===== src/rtl/retire_unit_pkg.sv =====
// -----------------------------------------------------------------------------
// retire_unit_pkg
//   Shared configuration and types for the ROB completion/retirement block.
//   ROB geometry and register widths live here so the top, the pointer
//   sub-module and the row typedef always agree.
//
//   Optional feature macro used by the top: DUAL_RETIRE_EN
// -----------------------------------------------------------------------------
package retire_unit_pkg;

  localparam int ROB_DEPTH = 16;               // power of two
  localparam int PREG_W    = 6;
  localparam int AREG_W    = 5;
  localparam int DATA_W    = 32;
  localparam int NUM_FU    = 3;
  localparam int IDX_W     = $clog2(ROB_DEPTH);

  // Allocation is allowed while at least two entries are free, judged on the
  // registered occupancy (same-cycle retirements are not credited).
  localparam logic [IDX_W:0] ALLOC_READY_MAX = (IDX_W+1)'(ROB_DEPTH - 2);

  // RISC-V major opcodes used to tag the instruction class of a ROB row.
  localparam logic [6:0] OPC_LW = 7'b0000011;
  localparam logic [6:0] OPC_SW = 7'b0100011;

  typedef struct packed {
    logic              v;
    logic              complete;
    logic [6:0]        instr_type;
    logic [PREG_W-1:0] phy_reg;
    logic [PREG_W-1:0] old_phy_reg;
    logic [AREG_W-1:0] arch_reg;
  } rob_row_t;

  // Dispatch only tells us store / not-store; non-stores are tagged with the
  // load opcode, which stands for "writes a register at retire".
  function automatic logic [6:0] instr_class(input logic is_store);
    return is_store ? OPC_SW : OPC_LW;
  endfunction

  function automatic logic is_store_op(input logic [6:0] op);
    return (op == OPC_SW);
  endfunction

endpackage


===== src/rtl/retire_unit_rob_ptr.sv =====
// -----------------------------------------------------------------------------
// rob_ptr
//   ROB pointer register with an extra wrap bit above the index. Advances by
//   0, 1 or 2 per cycle; because the depth is a power of two the wrap bit
//   toggles naturally when the index rolls over, with no bubble.
//
//   Ports:
//     clk    in   core clock
//     rst_n  in   asynchronous active-low reset (pointer -> 0)
//     i_adv  in   advance amount (0..2)
//     o_ptr  out  {wrap, index}
// -----------------------------------------------------------------------------
module rob_ptr
  import retire_unit_pkg::*;
(
  input  logic           clk,
  input  logic           rst_n,
  input  logic [1:0]     i_adv,
  output logic [IDX_W:0] o_ptr
);

  logic [IDX_W:0] r_ptr;

  always_ff @(posedge clk or negedge rst_n) begin
    if (!rst_n) begin
      r_ptr <= '0;
    end else begin
      r_ptr <= r_ptr + {{(IDX_W-1){1'b0}}, i_adv};
    end
  end

  assign o_ptr = r_ptr;

endmodule


===== src/rtl/retire_unit.sv =====
// -----------------------------------------------------------------------------
// retire_unit
//   Completion and in-order retirement end of the issue/execute interface.
//   Takes up to two ROB allocations per cycle, up to three FU results per
//   cycle (registered PRF writeback / wake-up and FU release), and retires
//   the oldest completed entries in program order.
//
//   Optional feature macro: DUAL_RETIRE_EN
//     defined   : up to two retirements per cycle
//     undefined : slot-2 retire outputs tied to 0, head advances by <= 1
//
//   Ports:
//     clk, rst_n                     clock, async active-low reset
//     alloc_valid/preg/old_preg/areg/is_store_{1,2}  dispatch allocation slots
//     alloc_ready                    at least two free entries
//     alloc_idx_{1,2}                indices the next allocations receive
//     result_valid/ROB/dest/_/FU_{1..3}  FU result channels
//     wb_en/wb_preg/wb_data_{1..3}   registered PRF write + wake-up
//     fu_release                     registered one-hot FU ready (FU index 0..2)
//     retire_valid/areg/preg/free_preg/is_store_{1,2}  retiring entries
//     rob_count                      occupied entries
//     err                            sticky protocol error
// -----------------------------------------------------------------------------
module retire_unit
  import retire_unit_pkg::*;
(
  input  logic              clk,
  input  logic              rst_n,
  // allocation
  input  logic              alloc_valid_1,
  input  logic              alloc_valid_2,
  input  logic [PREG_W-1:0] alloc_preg_1,
  input  logic [PREG_W-1:0] alloc_preg_2,
  input  logic [PREG_W-1:0] alloc_old_preg_1,
  input  logic [PREG_W-1:0] alloc_old_preg_2,
  input  logic [AREG_W-1:0] alloc_areg_1,
  input  logic [AREG_W-1:0] alloc_areg_2,
  input  logic              alloc_is_store_1,
  input  logic              alloc_is_store_2,
  output logic              alloc_ready,
  output logic [IDX_W-1:0]  alloc_idx_1,
  output logic [IDX_W-1:0]  alloc_idx_2,
  // results
  input  logic              result_valid_1,
  input  logic              result_valid_2,
  input  logic              result_valid_3,
  input  logic [IDX_W-1:0]  result_ROB_1,
  input  logic [IDX_W-1:0]  result_ROB_2,
  input  logic [IDX_W-1:0]  result_ROB_3,
  input  logic [PREG_W-1:0] result_dest_1,
  input  logic [PREG_W-1:0] result_dest_2,
  input  logic [PREG_W-1:0] result_dest_3,
  input  logic [DATA_W-1:0] result_1,
  input  logic [DATA_W-1:0] result_2,
  input  logic [DATA_W-1:0] result_3,
  input  logic [1:0]        result_FU_1,
  input  logic [1:0]        result_FU_2,
  input  logic [1:0]        result_FU_3,
  // writeback / wake-up
  output logic              wb_en_1,
  output logic              wb_en_2,
  output logic              wb_en_3,
  output logic [PREG_W-1:0] wb_preg_1,
  output logic [PREG_W-1:0] wb_preg_2,
  output logic [PREG_W-1:0] wb_preg_3,
  output logic [DATA_W-1:0] wb_data_1,
  output logic [DATA_W-1:0] wb_data_2,
  output logic [DATA_W-1:0] wb_data_3,
  output logic [2:0]        fu_release,
  // retirement
  output logic              retire_valid_1,
  output logic              retire_valid_2,
  output logic [AREG_W-1:0] retire_areg_1,
  output logic [AREG_W-1:0] retire_areg_2,
  output logic [PREG_W-1:0] retire_preg_1,
  output logic [PREG_W-1:0] retire_preg_2,
  output logic [PREG_W-1:0] retire_free_preg_1,
  output logic [PREG_W-1:0] retire_free_preg_2,
  output logic              retire_is_store_1,
  output logic              retire_is_store_2,
  // status
  output logic [IDX_W:0]    rob_count,
  output logic              err
);

  // ---------------------------------------------------------------------------
  // Pointers
  // ---------------------------------------------------------------------------
  logic [IDX_W:0]   w_head_ptr;
  logic [IDX_W:0]   w_tail_ptr;
  logic [IDX_W-1:0] w_head_idx;
  logic [IDX_W-1:0] w_tail_idx;
  logic [IDX_W-1:0] w_tail_idx_p1;
  logic [1:0]       w_head_adv;
  logic [1:0]       w_tail_adv;

  rob_ptr u_head_ptr (
    .clk   (clk),
    .rst_n (rst_n),
    .i_adv (w_head_adv),
    .o_ptr (w_head_ptr)
  );

  rob_ptr u_tail_ptr (
    .clk   (clk),
    .rst_n (rst_n),
    .i_adv (w_tail_adv),
    .o_ptr (w_tail_ptr)
  );

  assign w_head_idx    = w_head_ptr[IDX_W-1:0];
  assign w_tail_idx    = w_tail_ptr[IDX_W-1:0];
  assign w_tail_idx_p1 = w_tail_idx + IDX_W'(1);

  // With a wrap bit on each pointer the modular difference is the occupancy:
  // 0 when empty (all bits equal), ROB_DEPTH when full (index equal, wrap
  // bits differ).
  assign rob_count   = w_tail_ptr - w_head_ptr;
  assign alloc_ready = (rob_count <= ALLOC_READY_MAX);
  assign alloc_idx_1 = w_tail_idx;
  assign alloc_idx_2 = w_tail_idx_p1;

  // ---------------------------------------------------------------------------
  // Allocation
  // ---------------------------------------------------------------------------
  rob_row_t r_rob [ROB_DEPTH];
  rob_row_t w_row1;
  rob_row_t w_row2;
  logic     w_acc1;
  logic     w_acc2;
  logic     w_alloc_err;

  assign w_acc1      = alloc_valid_1 & alloc_ready;
  assign w_acc2      = w_acc1 & alloc_valid_2;
  assign w_alloc_err = ((alloc_valid_1 | alloc_valid_2) & ~alloc_ready) |
                       (alloc_valid_2 & ~alloc_valid_1);
  assign w_tail_adv  = {w_acc2, w_acc1 & ~w_acc2};

  always_comb begin
    w_row1             = '0;
    w_row1.v           = 1'b1;
    w_row1.instr_type  = instr_class(alloc_is_store_1);
    w_row1.phy_reg     = alloc_preg_1;
    w_row1.old_phy_reg = alloc_old_preg_1;
    w_row1.arch_reg    = alloc_areg_1;
    w_row2             = '0;
    w_row2.v           = 1'b1;
    w_row2.instr_type  = instr_class(alloc_is_store_2);
    w_row2.phy_reg     = alloc_preg_2;
    w_row2.old_phy_reg = alloc_old_preg_2;
    w_row2.arch_reg    = alloc_areg_2;
  end

  // ---------------------------------------------------------------------------
  // Result channels
  // ---------------------------------------------------------------------------
  logic [NUM_FU-1:0] w_res_valid;
  logic [IDX_W-1:0]  w_res_rob  [NUM_FU];
  logic [PREG_W-1:0] w_res_dest [NUM_FU];
  logic [DATA_W-1:0] w_res_data [NUM_FU];
  logic [1:0]        w_res_fu   [NUM_FU];
  logic [NUM_FU-1:0] w_res_hit;
  logic [NUM_FU-1:0] w_res_err;
  logic [NUM_FU-1:0] w_rel_next;

  assign w_res_valid   = {result_valid_3, result_valid_2, result_valid_1};
  assign w_res_rob[0]  = result_ROB_1;
  assign w_res_rob[1]  = result_ROB_2;
  assign w_res_rob[2]  = result_ROB_3;
  assign w_res_dest[0] = result_dest_1;
  assign w_res_dest[1] = result_dest_2;
  assign w_res_dest[2] = result_dest_3;
  assign w_res_data[0] = result_1;
  assign w_res_data[1] = result_2;
  assign w_res_data[2] = result_3;
  assign w_res_fu[0]   = result_FU_1;
  assign w_res_fu[1]   = result_FU_2;
  assign w_res_fu[2]   = result_FU_3;

  genvar gi;
  generate
    for (gi = 0; gi < NUM_FU; gi++) begin : g_res
      logic w_dup;

      // A channel is a duplicate if any lower-numbered channel names the same
      // entry this cycle; the lower one already sets complete.
      always_comb begin
        w_dup = 1'b0;
        for (int j = 0; j < gi; j++) begin
          if (w_res_valid[j] && (w_res_rob[j] == w_res_rob[gi])) begin
            w_dup = 1'b1;
          end
        end
      end

      assign w_res_hit[gi] = w_res_valid[gi] & r_rob[w_res_rob[gi]].v;
      assign w_res_err[gi] = w_res_valid[gi] & (~r_rob[w_res_rob[gi]].v | w_dup);
    end
  endgenerate

  // FU index 3 does not exist and releases nothing.
  always_comb begin
    w_rel_next = '0;
    for (int k = 0; k < NUM_FU; k++) begin
      if (w_res_valid[k] && (w_res_fu[k] < 2'(NUM_FU))) begin
        w_rel_next[w_res_fu[k]] = 1'b1;
      end
    end
  end

  // Writeback passes through regardless of ROB state, including duplicates
  // and results naming a free entry.
  logic [NUM_FU-1:0] r_wb_en;
  logic [PREG_W-1:0] r_wb_preg [NUM_FU];
  logic [DATA_W-1:0] r_wb_data [NUM_FU];
  logic [2:0]        r_fu_release;

  always_ff @(posedge clk or negedge rst_n) begin
    if (!rst_n) begin
      r_wb_en      <= '0;
      r_fu_release <= '0;
      for (int k = 0; k < NUM_FU; k++) begin
        r_wb_preg[k] <= '0;
        r_wb_data[k] <= '0;
      end
    end else begin
      r_wb_en      <= w_res_valid;
      r_fu_release <= w_rel_next;
      for (int k = 0; k < NUM_FU; k++) begin
        r_wb_preg[k] <= w_res_dest[k];
        r_wb_data[k] <= w_res_data[k];
      end
    end
  end

  assign wb_en_1    = r_wb_en[0];
  assign wb_en_2    = r_wb_en[1];
  assign wb_en_3    = r_wb_en[2];
  assign wb_preg_1  = r_wb_preg[0];
  assign wb_preg_2  = r_wb_preg[1];
  assign wb_preg_3  = r_wb_preg[2];
  assign wb_data_1  = r_wb_data[0];
  assign wb_data_2  = r_wb_data[1];
  assign wb_data_3  = r_wb_data[2];
  assign fu_release = r_fu_release;

  // ---------------------------------------------------------------------------
  // Retirement (combinational from registered state)
  // ---------------------------------------------------------------------------
  rob_row_t w_head_row;
  logic     w_ret1;
  logic     w_ret2;

  assign w_head_row = r_rob[w_head_idx];
  assign w_ret1     = w_head_row.v & w_head_row.complete;

  assign retire_valid_1     = w_ret1;
  assign retire_areg_1      = w_ret1 ? w_head_row.arch_reg    : '0;
  assign retire_preg_1      = w_ret1 ? w_head_row.phy_reg     : '0;
  assign retire_free_preg_1 = w_ret1 ? w_head_row.old_phy_reg : '0;
  assign retire_is_store_1  = w_ret1 & is_store_op(w_head_row.instr_type);

`ifdef DUAL_RETIRE_EN
  logic [IDX_W-1:0] w_head_idx_p1;
  rob_row_t         w_head_row2;

  assign w_head_idx_p1 = w_head_idx + IDX_W'(1);
  assign w_head_row2   = r_rob[w_head_idx_p1];
  assign w_ret2        = w_ret1 & w_head_row2.v & w_head_row2.complete;

  assign retire_areg_2      = w_ret2 ? w_head_row2.arch_reg    : '0;
  assign retire_preg_2      = w_ret2 ? w_head_row2.phy_reg     : '0;
  assign retire_free_preg_2 = w_ret2 ? w_head_row2.old_phy_reg : '0;
  assign retire_is_store_2  = w_ret2 & is_store_op(w_head_row2.instr_type);
`else
  assign w_ret2             = 1'b0;
  assign retire_areg_2      = '0;
  assign retire_preg_2      = '0;
  assign retire_free_preg_2 = '0;
  assign retire_is_store_2  = 1'b0;
`endif

  assign retire_valid_2 = w_ret2;
  // w_ret2 implies w_ret1, so this encodes 0/1/2.
  assign w_head_adv     = {w_ret2, w_ret1 & ~w_ret2};

  // ---------------------------------------------------------------------------
  // ROB storage. Completion, retire-clear and allocation never target the
  // same live entry: allocation only writes free slots (occupancy <= depth-2),
  // and retirement clears the oldest occupied ones.
  // ---------------------------------------------------------------------------
  always_ff @(posedge clk or negedge rst_n) begin
    if (!rst_n) begin
      for (int i = 0; i < ROB_DEPTH; i++) begin
        r_rob[i] <= '0;
      end
    end else begin
      for (int k = 0; k < NUM_FU; k++) begin
        if (w_res_hit[k]) begin
          r_rob[w_res_rob[k]].complete <= 1'b1;
        end
      end
      if (w_ret1) begin
        r_rob[w_head_idx] <= '0;
      end
`ifdef DUAL_RETIRE_EN
      if (w_ret2) begin
        r_rob[w_head_idx_p1] <= '0;
      end
`endif
      if (w_acc1) begin
        r_rob[w_tail_idx] <= w_row1;
      end
      if (w_acc2) begin
        r_rob[w_tail_idx_p1] <= w_row2;
      end
    end
  end

  // ---------------------------------------------------------------------------
  // Sticky protocol error
  // ---------------------------------------------------------------------------
  logic r_err;

  always_ff @(posedge clk or negedge rst_n) begin
    if (!rst_n) begin
      r_err <= 1'b0;
    end else begin
      r_err <= r_err | w_alloc_err | (|w_res_err);
    end
  end

  assign err = r_err;

endmodule


===== config.mk =====
export PLATFORM = sky130hd
export DESIGN_NAME = retire_unit
export DESIGN_NICKNAME = d
export VERILOG_FILES = /design/src/rtl/retire_unit_pkg.sv /design/src/rtl/retire_unit_rob_ptr.sv /design/src/rtl/retire_unit.sv
export SDC_FILE = /design/constraint.sdc
export NUM_CORES = 1
export LEC_CHECK = 0
export ABC_AREA = 1
export CAP_MARGIN = 20
export CORE_MARGIN = 8
export CORE_UTILIZATION = 45
export DETAILED_ROUTE_END_ITERATION = 10
export PLACE_DENSITY = 0.63
export SYNTH_ARGS = -nofsm -noshare
export SYNTH_HDL_FRONTEND = slang
export SYNTH_HIERARCHICAL = 1
export SYNTH_SLANG_ARGS = --single-unit

===== constraint.sdc =====
create_clock -name clk -period 3.4 [get_ports clk]
set_input_delay 0.34 -clock clk [delete_from_list [all_inputs] [get_ports clk]]
set_output_delay 0.34 -clock clk [all_outputs]
set_load 0.005 [all_outputs]

After elaboration in Yosys (flattened, before gate mapping)
Index checks and enable logic that the tools add are counted.

storage, ports and cells
  word-level logic and storage cells = 240
  memory bits (writable) = 0
  flip-flop bits (word level) = 547
  memories = 0
  input port bits = 175
  latch bits = 0
  output and inout port bits = 173
  ROM bits = 0

cells by class
  mux-type cells = 52
  bitwise logic cells = 35
  shift operators = 0
  div/mod/pow operators = 0
  reduce and logical (&&, ||, !) cells = 16
  $add $sub $neg = 4
  $lt $le $gt $ge = 22
  multiply operators = 0
  equal/unequal tests = 4

operator list
  cell                                                        number
  2-to-1 mux 416 bit                                          6
  bitwise mux 416 bit                                         5
  demux 26 bit (select 4 bit)                                 6
  AND 416 bit                                                 1
  binary-select mux 26 bit (select 4 bit)                     4
  inverter 416 bit                                            1
  2-to-1 mux 26 bit                                           11
  2-to-1 mux 25 bit                                           3
  >= comparator 5 bit, second input constant                  6
  less-than comparator 5 x 1 -> 1 bit, second input constant  6
  inverter 4 -> 5 bit                                         6
  2-to-1 mux 6 bit                                            4
  logical AND 1 bit                                           15
  AND 1 bit                                                   13
  equality test 4 bit                                         3
  less-than comparator 2 x 3 -> 1 bit, second input constant  3
  2-to-1 mux 3 bit                                            3
  equality test 7 x 6 -> 1 bit, second input constant         1
  demux 1 bit (select 2 bit)                                  3
  >= comparator 2 x 1 -> 1 bit, second input constant         3
  less-than comparator 2 bit, second input constant           3
  2-to-1 mux 1 bit                                            6
  inverter 1 bit                                              6
  bitwise OR 1 bit                                            6
  other kinds (8)                                             9

Longest topological paths before layout
Gate-level depths: netlist of the first run.

  depth in word-level cells = 17
  gate-level depth with buffers = 20
  gate-level depth less buffers = 18

Hierarchy
The synthesis of the first run kept the hierarchy.

modules (own cells, without submodules)
  module       times used  seq. area each (µm²)  cells each  area an instance (µm²)
  retire_unit  1           13437.9               3493        27647.8
  rob_ptr      2           125.1                 28          260.2

Worst setup path before layout of the first run
OpenSTA, ideal clock, no wires.

  kind = register to register
  start point = register u_tail_ptr.r_ptr[0] (netlist: u_tail_ptr/o_ptr[0])
  end point = register u_tail_ptr.r_ptr[4] (netlist: u_tail_ptr/o_ptr[4])
  cell stages (with the launch flop) = 18
  required time = 3.280 ns
  slack = 0.304 ns
  arrival time = 2.975 ns
  cell sequence = dfrtp_1 inv_1 ha_1 inv_1 fa_1 xnor2_1 nor2_2 nand3_4 nand2_4 nor2_8 buf_12 inv_1 nor2_1 ha_1 inv_1 fa_1 o21ai_1 nand2_1

on the way
  word-level cells in the longest chain between the ends = 7

ends and longest elaborated chain
  item                            line                       RTL
  from (decl)                     retire_unit_rob_ptr.sv:22  logic [IDX_W:0] r_ptr;
  from (signal assigned)          retire_unit_rob_ptr.sv:28  r_ptr <= r_ptr + {{(IDX_W-1){1'b0}}, i_adv};
  subtractor 5 bit *              retire_unit.sv:118         assign rob_count = w_tail_ptr - w_head_ptr;
  <= comparator 5 x 4 -> 1 bit *  retire_unit.sv:119         assign alloc_ready = (rob_count <= ALLOC_READY_MAX);
  AND 1 bit *                     retire_unit.sv:133         assign w_acc1 = alloc_valid_1 & alloc_ready;
  AND 1 bit                       retire_unit.sv:134         assign w_acc2 = w_acc1 & alloc_valid_2;
  inverter 1 bit                  retire_unit.sv:137         assign w_tail_adv = {w_acc2, w_acc1 & ~w_acc2};
  AND 1 bit *                     retire_unit.sv:137
  named net w_tail_adv[0]         retire_unit.sv:95          logic [1:0] w_tail_adv;
  adder 5 x 2 -> 5 bit *          retire_unit_rob_ptr.sv:28

Mark *: on every way through the listed nets, which the timed path passes. The rest lies on a longest branch.

Worst setup path after layout of the first run
  start point = register u_head_ptr.r_ptr[0] (netlist: u_head_ptr/o_ptr[0])
  end point = output retire_preg_1[2]

on the way
  word-level cells in the longest chain between the ends = 6

ends and longest elaborated chain
  item                                                    line                       RTL
  from (decl)                                             retire_unit_rob_ptr.sv:22
  from (signal assigned)                                  retire_unit_rob_ptr.sv:28
  inverter 4 -> 5 bit (not written as such) *             retire_unit.sv:254         assign w_head_row = r_rob[w_head_idx];
  binary-select mux 26 bit (select 4 bit) *               retire_unit.sv:254
  2-to-1 mux 26 bit (not written as such) * (2 in a row)  retire_unit.sv:254
  AND 1 bit                                               retire_unit.sv:255         assign w_ret1 = w_head_row.v & w_head_row.complete;
  2-to-1 mux 6 bit *                                      retire_unit.sv:259         assign retire_preg_1 = w_ret1 ? w_head_row.phy_reg : '0;
  to (decl)                                               retire_unit.sv:75          output logic [PREG_W-1:0] retire_preg_1,

Mark *: on every way between the ends. The rest lies on a longest branch, timed or not. The select of a mux whose other input is x is not followed.

==> summary.txt, run 1 <==
Route
  – Via count: roughly 27000
  – WL final: between 100000 and 150000 µm
  – ANT nets after route: 0
  – Drt first-iter violations: 3296
  – Wire per inst: ~22 µm
  – Residual DRC: 0
  – Vias/cell: between 5 and 6
  – Drt first pass iters: 6

Hold path
  – Min-Delay Endpoint: wb_data_3[14]$_DFF_PN0_
  – Hold depth: 1
  – Hold_sp: result_3[14]
  – Hold WC Path Type: input pin to flip-flop

Pwr
  – PD cells: about 870 nW/µm²
  – Pwr Total: 30.2 mW
  – Leak Pwr: 16.2 nW
  – Max IR drop VDD: about 0.00050 V

Worst setup path
  – Crit path arrival time: approximately 3000 ps
  – Reg-to-reg startpoint: u_head_ptr/o_ptr[0]$_DFF_PN0_
  – Reg2reg end: r_rob[19]$_DFF_PN0_
  – Crit. Startpoint: u_head_ptr/o_ptr[0]$_DFF_PN0_
  – Crit-path cells: buf_8 -> inv_4 -> nor2_4 -> inv_4 -> buf_12 -> buf_12 -> o22ai_1 -> o21ai_1 -> nand4_1 -> nor2_4 -> clkdlybuf4s50_1
  – WP data required: 3060 ps
  – Setup Crit Path Kind: flip-flop to output pin
  – Slowest-stage cell, CP: clkdlybuf4s50_1
  – Buffers and inverters on the worst path: 6
  – Slowest cell delay on critical path: 530 ps
  – R2R cell count: 13
  – Top delay family on crit path: buffers and inverters
  – Reg2reg setup slack: between 200 and 300 ps
  – CP max FO: 14
  – CP endpoint kind: output pin
  – Critical Path Start Type: flip-flop

Global route
  – Initial antenna violation count: 0
  – Pin count of the biggest net entering global routing: around 100
  – Global Route Usage Sum: 0.288
  – Grt total ovfl: 0
  – Number of global-route vias before repair: 25400
  – First-pass GRT wire length: roughly 160000 µm

Synth
  – Synth cell types: 45
  – #FFs+latches synth: 547
  – Main synth FF type: dfrtp_1
  – Syn Area/Cell: roughly 7.9 µm²
  – Cell count after synthesis: 3549
  – Mapped cell area: approximately 28000 µm²
  – Area share of the largest cell type after synthesis: 0.486
  – FFs w/ async S/R, synth: 1.00
  – Synth area leaders: dfrtp_1 (49%), nor2_1 (13%), a21oi_1 (5.7%)
  – EDFF count, synth: 0
  – Yosys warning count: 6
  – Yosys top cell by area: dfrtp_1
  – Register area share after synthesis: 0.486

Finish
  – Share of cells above drive strength 1: 0.109
  – P&R area growth vs syn: 22.8%
  – Fin util: 0.560
  – Fillers: 5711
  – Final #Nets: around 4000

Timing
  – Worst-Margin Slew: between 1000 and 1500 ps
  – RSZ-0062 raised after global routing: true
  – Worst clock skew: 40.8 ps
  – # setup viols final: 0
  – Tcrit/Tclk final: 0.986
  – Final min period: 3350 ps
  – Slew HR: 0.197
  – Pins over their slew limit: 0
  – Fmax: between 200 and 300 MHz
  – Worst hold slack: between 100 and 150 ps
  – Final Hold Viols: 0

Clocking
  – CTS sink cnt: approximately 550
  – Skew-Pair Late Insertion Delay: between 600 and 700 ps
  – CTS buffer count: 61
  – H-Tree Depth: 2
  – CTS tree: done
  – Clk buf depth: 3
  – CTS root buffer: clkbuf_16
  – CTS clock-pin slew for the worst setup and hold paths: around 60 ps

Outcome
  – Status: completed

Floorplan
  – IO Count: approximately 350
  – Num rows: between 90 and 100
  – Die X: 266 µm
  – DIE AREA: approximately 71000 µm²
  – Initial Utilization: 0.456
  – Die Height: 266 µm
  – CORE AREA: approximately 60000 µm²

Placed design
  – Post-DP HPWL: around 71000 µm
  – Port Buf Inserts: ~330
  – Gpl congestion: between 0.9 and 1

Run
  – Max-cap violation count: 0
==> cells in the final DEF, fill, tap and decap left out, types with 4 or more instances in the layout <==
cell               n
o22ai_1          138
nand2_4            4
clkinv_2          11
buf_6              6
conb_1            21
o21ai_0           51
clkdlybuf4s50_1  314
nand2_8            7
buf_4             91
dfrtp_1          544
nand3_1          316
o21ai_2           26
dlymetal6s2s_1    10
a21oi_2           42
nand2_1          368
clkbuf_8          13
inv_1            195
clkbuf_16         64
nor2_4            11
nor2_1           964
nand2_2            8
buf_16             5
clkbuf_1          13
nor2_2            19
bufinv_16          8
nor3_1             7
nand4_1           66
inv_2             21
a22oi_1           24
nand3_4            8
a21oi_1          319
o21ai_1           39
o22ai_2            4
xnor2_1            5
ha_1              13
nand3_2           37
buf_12            15
==> synth_stat cells, drive strengths merged (3+ instances only) <==
| cell type | instances |
|---|---|
| xnor2 | 6 |
| ha | 13 |
| o21ai | 116 |
| nand2 | 387 |
| nor2 | 995 |
| nand4 | 68 |
| inv | 220 |
| nor4 | 3 |
| a21oi | 361 |
| clkbuf | 86 |
| dfrtp | 547 |
| nor3 | 7 |
| fa | 3 |
| a22oi | 24 |
| buf | 198 |
| nand3 | 361 |
| o22ai | 142 |
==> worst max-delay path by stage <==
stage / endpoint / slack, ps / cells after the start
global route: retire_free_preg_1[0] / -30 / 14
finish: retire_preg_1[2] / 50 / 11
global placement: retire_free_preg_1[3] / 250 / 10
CTS: retire_preg_1[5] / 1 / 11
detailed placement: retire_preg_1[4] / 260 / 9
floorplan: u_tail_ptr/o_ptr[4]$_DFF_PN0_ / 300 / 17
==> logic make-up (layout without fill, tap and decap cells) <==
logic type,count (synthesis),in the layout,synth area share
simple gates,1823,1823,0.285
compound gates,649,649,0.130
flops,547,547,0.486
buf+inv,506,784,0.0892
fa+ha+maj,16,16,0.00791
xor+xnor,7,7,0.00218
other cells,1,23,0.000133
==> power by group <==
part	internal [mW]	total, mW	switching [mW]
sequential	8.47	9.72	1.26
combinational	5.10	13.5	8.39
clock	4.19	7.03	2.83
==> state kept, by name, summed over array words and instances (netlist names) <==
signal and count:
r_rob 416, wb_preg_1 6, wb_data_1 32, wb_data_2 32
fu_release 3, wb_data_3 32, r_wb_en 3, u_head_ptr/o_ptr 5
wb_preg_2 6, err 1, u_tail_ptr/o_ptr 5, wb_preg_3 6
==> final cells by class <==
type / count / area [µm²] / share of cell area
timing repair buffer: 451 / 4610 / 0.133
clock inverter: 24 / 380 / 0.0110
inverter: 222 / 847 / 0.0245
tap: 837 / 1050 / 0.0303
clock buffer: 87 / 1750 / 0.0507
sequential: 547 / 13700 / 0.396
multi-input combinational: 2516 / 12300 / 0.354
antenna: 2 / 5.00 / 0.000145
==> repair_timing <==
item,4_1_cts,5_1_grt
hold endpoints to repair,63,0
hold buffers,1,0
setup endpoints to repair,18,17
gates resized for setup,94,42
buffers inserted,9,1
pin swaps,15,16
gates cloned,3,3
==> routing by layer <==
| layer | part of all wire | vias to the layer above | track usage |
|---|---|---|---|
| met5 | 0 | - | 0 |
| met4 | 0.057 | 0 | 0.147 |
| met1 | 0.39 | 12700 | 0.369 |
| met2 | 0.46 | 1524 | 0.458 |
| li1 | - | 12100 | - |
| met3 | 0.096 | 328 | 0.0618 |
==> per-stage QoR <==
stage,cells,area [µm²],worst slack [ps],TNS (ps)
finish,4686,34600,48.9,0
floorplan,3569,28200,304,0
CTS,4679,34400,1.37,0
global route,4684,34600,-29.4,-61.6
global placement,4555,31900,253,0
detailed placement,4555,31900,255,0
Power figures use the tool's default switching activity.
==> inputs of run 2 (changes only) <==
--- a/config.mk
+++ b/config.mk
@@ -10,6 +10,7 @@
 export CORE_MARGIN = 8
 export CORE_UTILIZATION = 45
 export DETAILED_ROUTE_END_ITERATION = 10
+export MAX_ROUTING_LAYER = met4
 export PLACE_DENSITY = 0.63
 export SYNTH_ARGS = -nofsm -noshare
 export SYNTH_HDL_FRONTEND = slang
==> summary.txt, run 2 (synthesis results as in run 1) <==
Outcome
  – Status: finished with violations (was completed)
  – Violated checks: negative setup slack

Finish
  – Final #Nets: 4003 (was 3990)
  – Fin util: 0.559 (was 0.560)
  – Share of cells above drive strength 1: 0.111 (was 0.109)
  – Inserted Diodes: 0 (was 2)
  – Most frequent cells in the layout: nor2_1 (967), dfrtp_1 (543), nand2_1 (368) (was nor2_1 (964), dfrtp_1 (544), nand2_1 (368))
  – Fillers: 5787 (was 5711)
  – Finished Layout Cells: 4697 (was 4686)
  – Post-route design area: 34600 µm² (about the same)
  – Most common cell after layout, fill and taps aside: nor2_1 (unchanged)
  – Biggest register: r_rob (unchanged)
  – P&R area growth vs syn: 22.8% (about the same)
  – Largest register FFs: 416 (unchanged)

Route
  – WL final: 106000 µm (was 105000 µm)
  – Vias/cell: 5.68 (was 5.70)
  – ANT nets after route: 0 (unchanged)
  – Residual DRC: 0 (unchanged)
  – Wire per inst: 22.5 µm (about the same)
  – Drt first-iter violations: 3260 (was 3296)
  – Via count: 26700 (about the same)
  – Drt first pass iters: 6 (unchanged)

Placed design
  – Cell total after placement: 4564 (was 4555)
  – Post-Place Cell Area: 32000 µm² (was 31900 µm²)
  – Gpl congestion: 0.984 (was 0.978)
  – Port Buf Inserts: 328 (unchanged)
  – Post-DP HPWL: 71500 µm (was 70900 µm)

Timing
  – Slew HR: 0.188 (was 0.197)
  – # setup viols final: 2 (was 0)
  – Final Hold Viols: 0 (unchanged)
  – RSZ-0062 raised after global routing: true (unchanged)
  – Tcrit/Tclk final: 1.01 (was 0.986)
  – Worst-Margin Slew: 1210 ps (was 1200 ps)
  – Worst setup margin: -30.5 ps (was 48.9 ps)
  – Final min period: 3430 ps (was 3350 ps)
  – Worst clock skew: 19.6 ps (was 40.8 ps)
  – Pins over their slew limit: 0 (unchanged)
  – Fmax: 292 MHz (was 298 MHz)

Worst setup path
  – Crit-path most repeated cell: nor2_1
  – CP max FO: 17 (was 14)
  – Crit-path cells: nor2_1 -> buf_4 -> inv_6 -> bufbuf_16 -> o22ai_1 -> o21ai_2 -> nand4_1 -> nor2_1 -> clkdlybuf4s50_1 (was buf_8 -> inv_4 -> nor2_4 -> inv_4 -> buf_12 -> buf_12 -> o22ai_1 -> o21ai_1 -> nand4_1 -> nor2_4 -> clkdlybuf4s50_1)
  – Crit path arrival time: 3090 ps (was 3010 ps)
  – CP endpoint kind: output pin (unchanged)
  – Reg2reg setup slack: 270 ps (about the same)
  – Slowest cell delay on critical path: 530 ps (about the same)
  – Slowest-stage cell, CP: clkdlybuf4s50_1 (unchanged)
  – Setup Crit Path Kind: flip-flop to output pin (unchanged)
  – WP data required: 3060 ps (about the same)
  – Critical Path Start Type: flip-flop (unchanged)

Floorplan
  – Initial Utilization: 0.456 (unchanged)
  – DIE AREA: 70900 µm² (unchanged)
  – Die Height: 266 µm (unchanged)
  – Die X: 266 µm (unchanged)
  – IO Count: 348 (unchanged)
  – Num rows: 91 (unchanged)
  – CORE AREA: 61800 µm² (unchanged)

Clocking
  – CTS buffer count: 60 (was 61)
  – CTS tree: done (unchanged)
  – Clk buf depth: 3 (unchanged)
  – CTS root buffer: clkbuf_16 (unchanged)
  – Skew-Pair Late Insertion Delay: 640 ps (was 660 ps)
  – CTS sink cnt: 547 (unchanged)
  – CTS clock-pin slew for the worst setup and hold paths: 60 ps (about the same)
  – H-Tree Depth: 2 (unchanged)

Global route
  – Pin count of the biggest net entering global routing: 106 (was 99)
  – Global Route Usage Sum: 0.299 (was 0.288)
  – Number of global-route vias before repair: 25800 (was 25400)
  – Grt total ovfl: 0 (unchanged)
  – Initial antenna violation count: 0 (unchanged)
  – First-pass GRT wire length: 160000 µm (was 158000 µm)

Run
  – Max-cap violation count: 0 (unchanged)

Hold path
  – Hold WC Path Type: input pin to flip-flop (unchanged)

Pwr
  – Leak Pwr: 16.2 nW (about the same)
  – PD cells: 870 nW/µm² (was 874 nW/µm²)
  – Max IR drop VDD: 0.000478 V (was 0.000505 V)
==> run 2: cell count changes in the layout (fill, tap and decap cells not counted), moves of 4 or more <==
cell | before | now
clkinv_2 | 11 | 17
inv_6 | 1 | 5
o21ai_2 | 26 | 20
clkdlybuf4s50_1 | 314 | 310
o21ai_1 | 39 | 45
dlygate4sd2_1 | 3 | 10
buf_4 | 91 | 106
clkbuf_1 | 13 | 7
==> run 2: routing by layer <==
layer  up-vias  track usage  part of all wire
met5         -            -                 0
met4         0        0.139             0.053
met3       324       0.0476             0.085
met2      1451        0.469              0.47
met1     12800        0.379              0.39
li1      12100            -                 -
==> run 2: worst paths after layout <==
check / depth (start not counted) / end / from
worst max-delay path: 9 / retire_preg_1[4] / u_head_ptr/o_ptr[1]$_DFF_PN0_
worst min-delay path: 1 / wb_data_1[18]$_DFF_PN0_ / result_1[18]
worst max register to register: 13 / r_rob[102]$_DFF_PN0_ / u_tail_ptr/o_ptr[0]$_DFF_PN0_
worst min register to register: 2 / err$_DFF_PN0_ / err$_DFF_PN0_
max in group asynchronous: 3 / r_rob[339]$_DFF_PN0_ / rst_n
min in group asynchronous: 2 / r_rob[258]$_DFF_PN0_ / rst_n
==> run 2: area by class of cell <==
cell class | count | area [µm²] | area share
clock buffer | 83 | 1750 | 0.0505
clock inverter | 27 | 300 | 0.00868
inverter | 222 | 855 | 0.0247
multi-input combinational | 2516 | 12200 | 0.353
sequential | 547 | 13700 | 0.396
tap | 837 | 1050 | 0.0303
timing repair buffer | 465 | 4720 | 0.136
==> run 2: through the flow <==
step | setup TNS [ps] | hold WS [ps] | setup WS (ps) | total power [mW]
finish | -58.6 | 134 | -30.5 | 30.1
global route | -207 | 116 | -139 | 31.6
CTS | -292 | 106 | -75.6 | 29.8
detailed placement | 0 | 342 | 136 | 22.1
global placement | 0 | 338 | 116 | 22.0
floorplan | 0 | 44.4 | 304 | 17.3
==> run 2: where the power goes <==
group | leakage, nW | internal (mW) | switching [mW]
Sequential | 6.83 | 8.47 | 1.30
Combinational | 8.34 | 5.16 | 8.34
Clock | 1.03 | 3.97 | 2.84
Total | 16.2 | 17.6 | 12.5
==> run 2: critical path, delay by kind of cell, from the launching register on <==
family	cells	cell delay, ps
compound gates	2	320
simple gates	3	490
buf+inv	4	1140
flops	1	480
==> run 2: repair_timing <==
| item | in CTS | in global routing |
|---|---|---|
| hold buffers | 1 | 0 |
| buffers inserted | 9 | 6 |
| hold endpoints to repair | 52 | 0 |
| pin swaps | 20 | 11 |
| resized for setup | 113 | 15 |
| gates cloned | 5 | 1 |
| setup endpoints to repair | 19 | 10 |
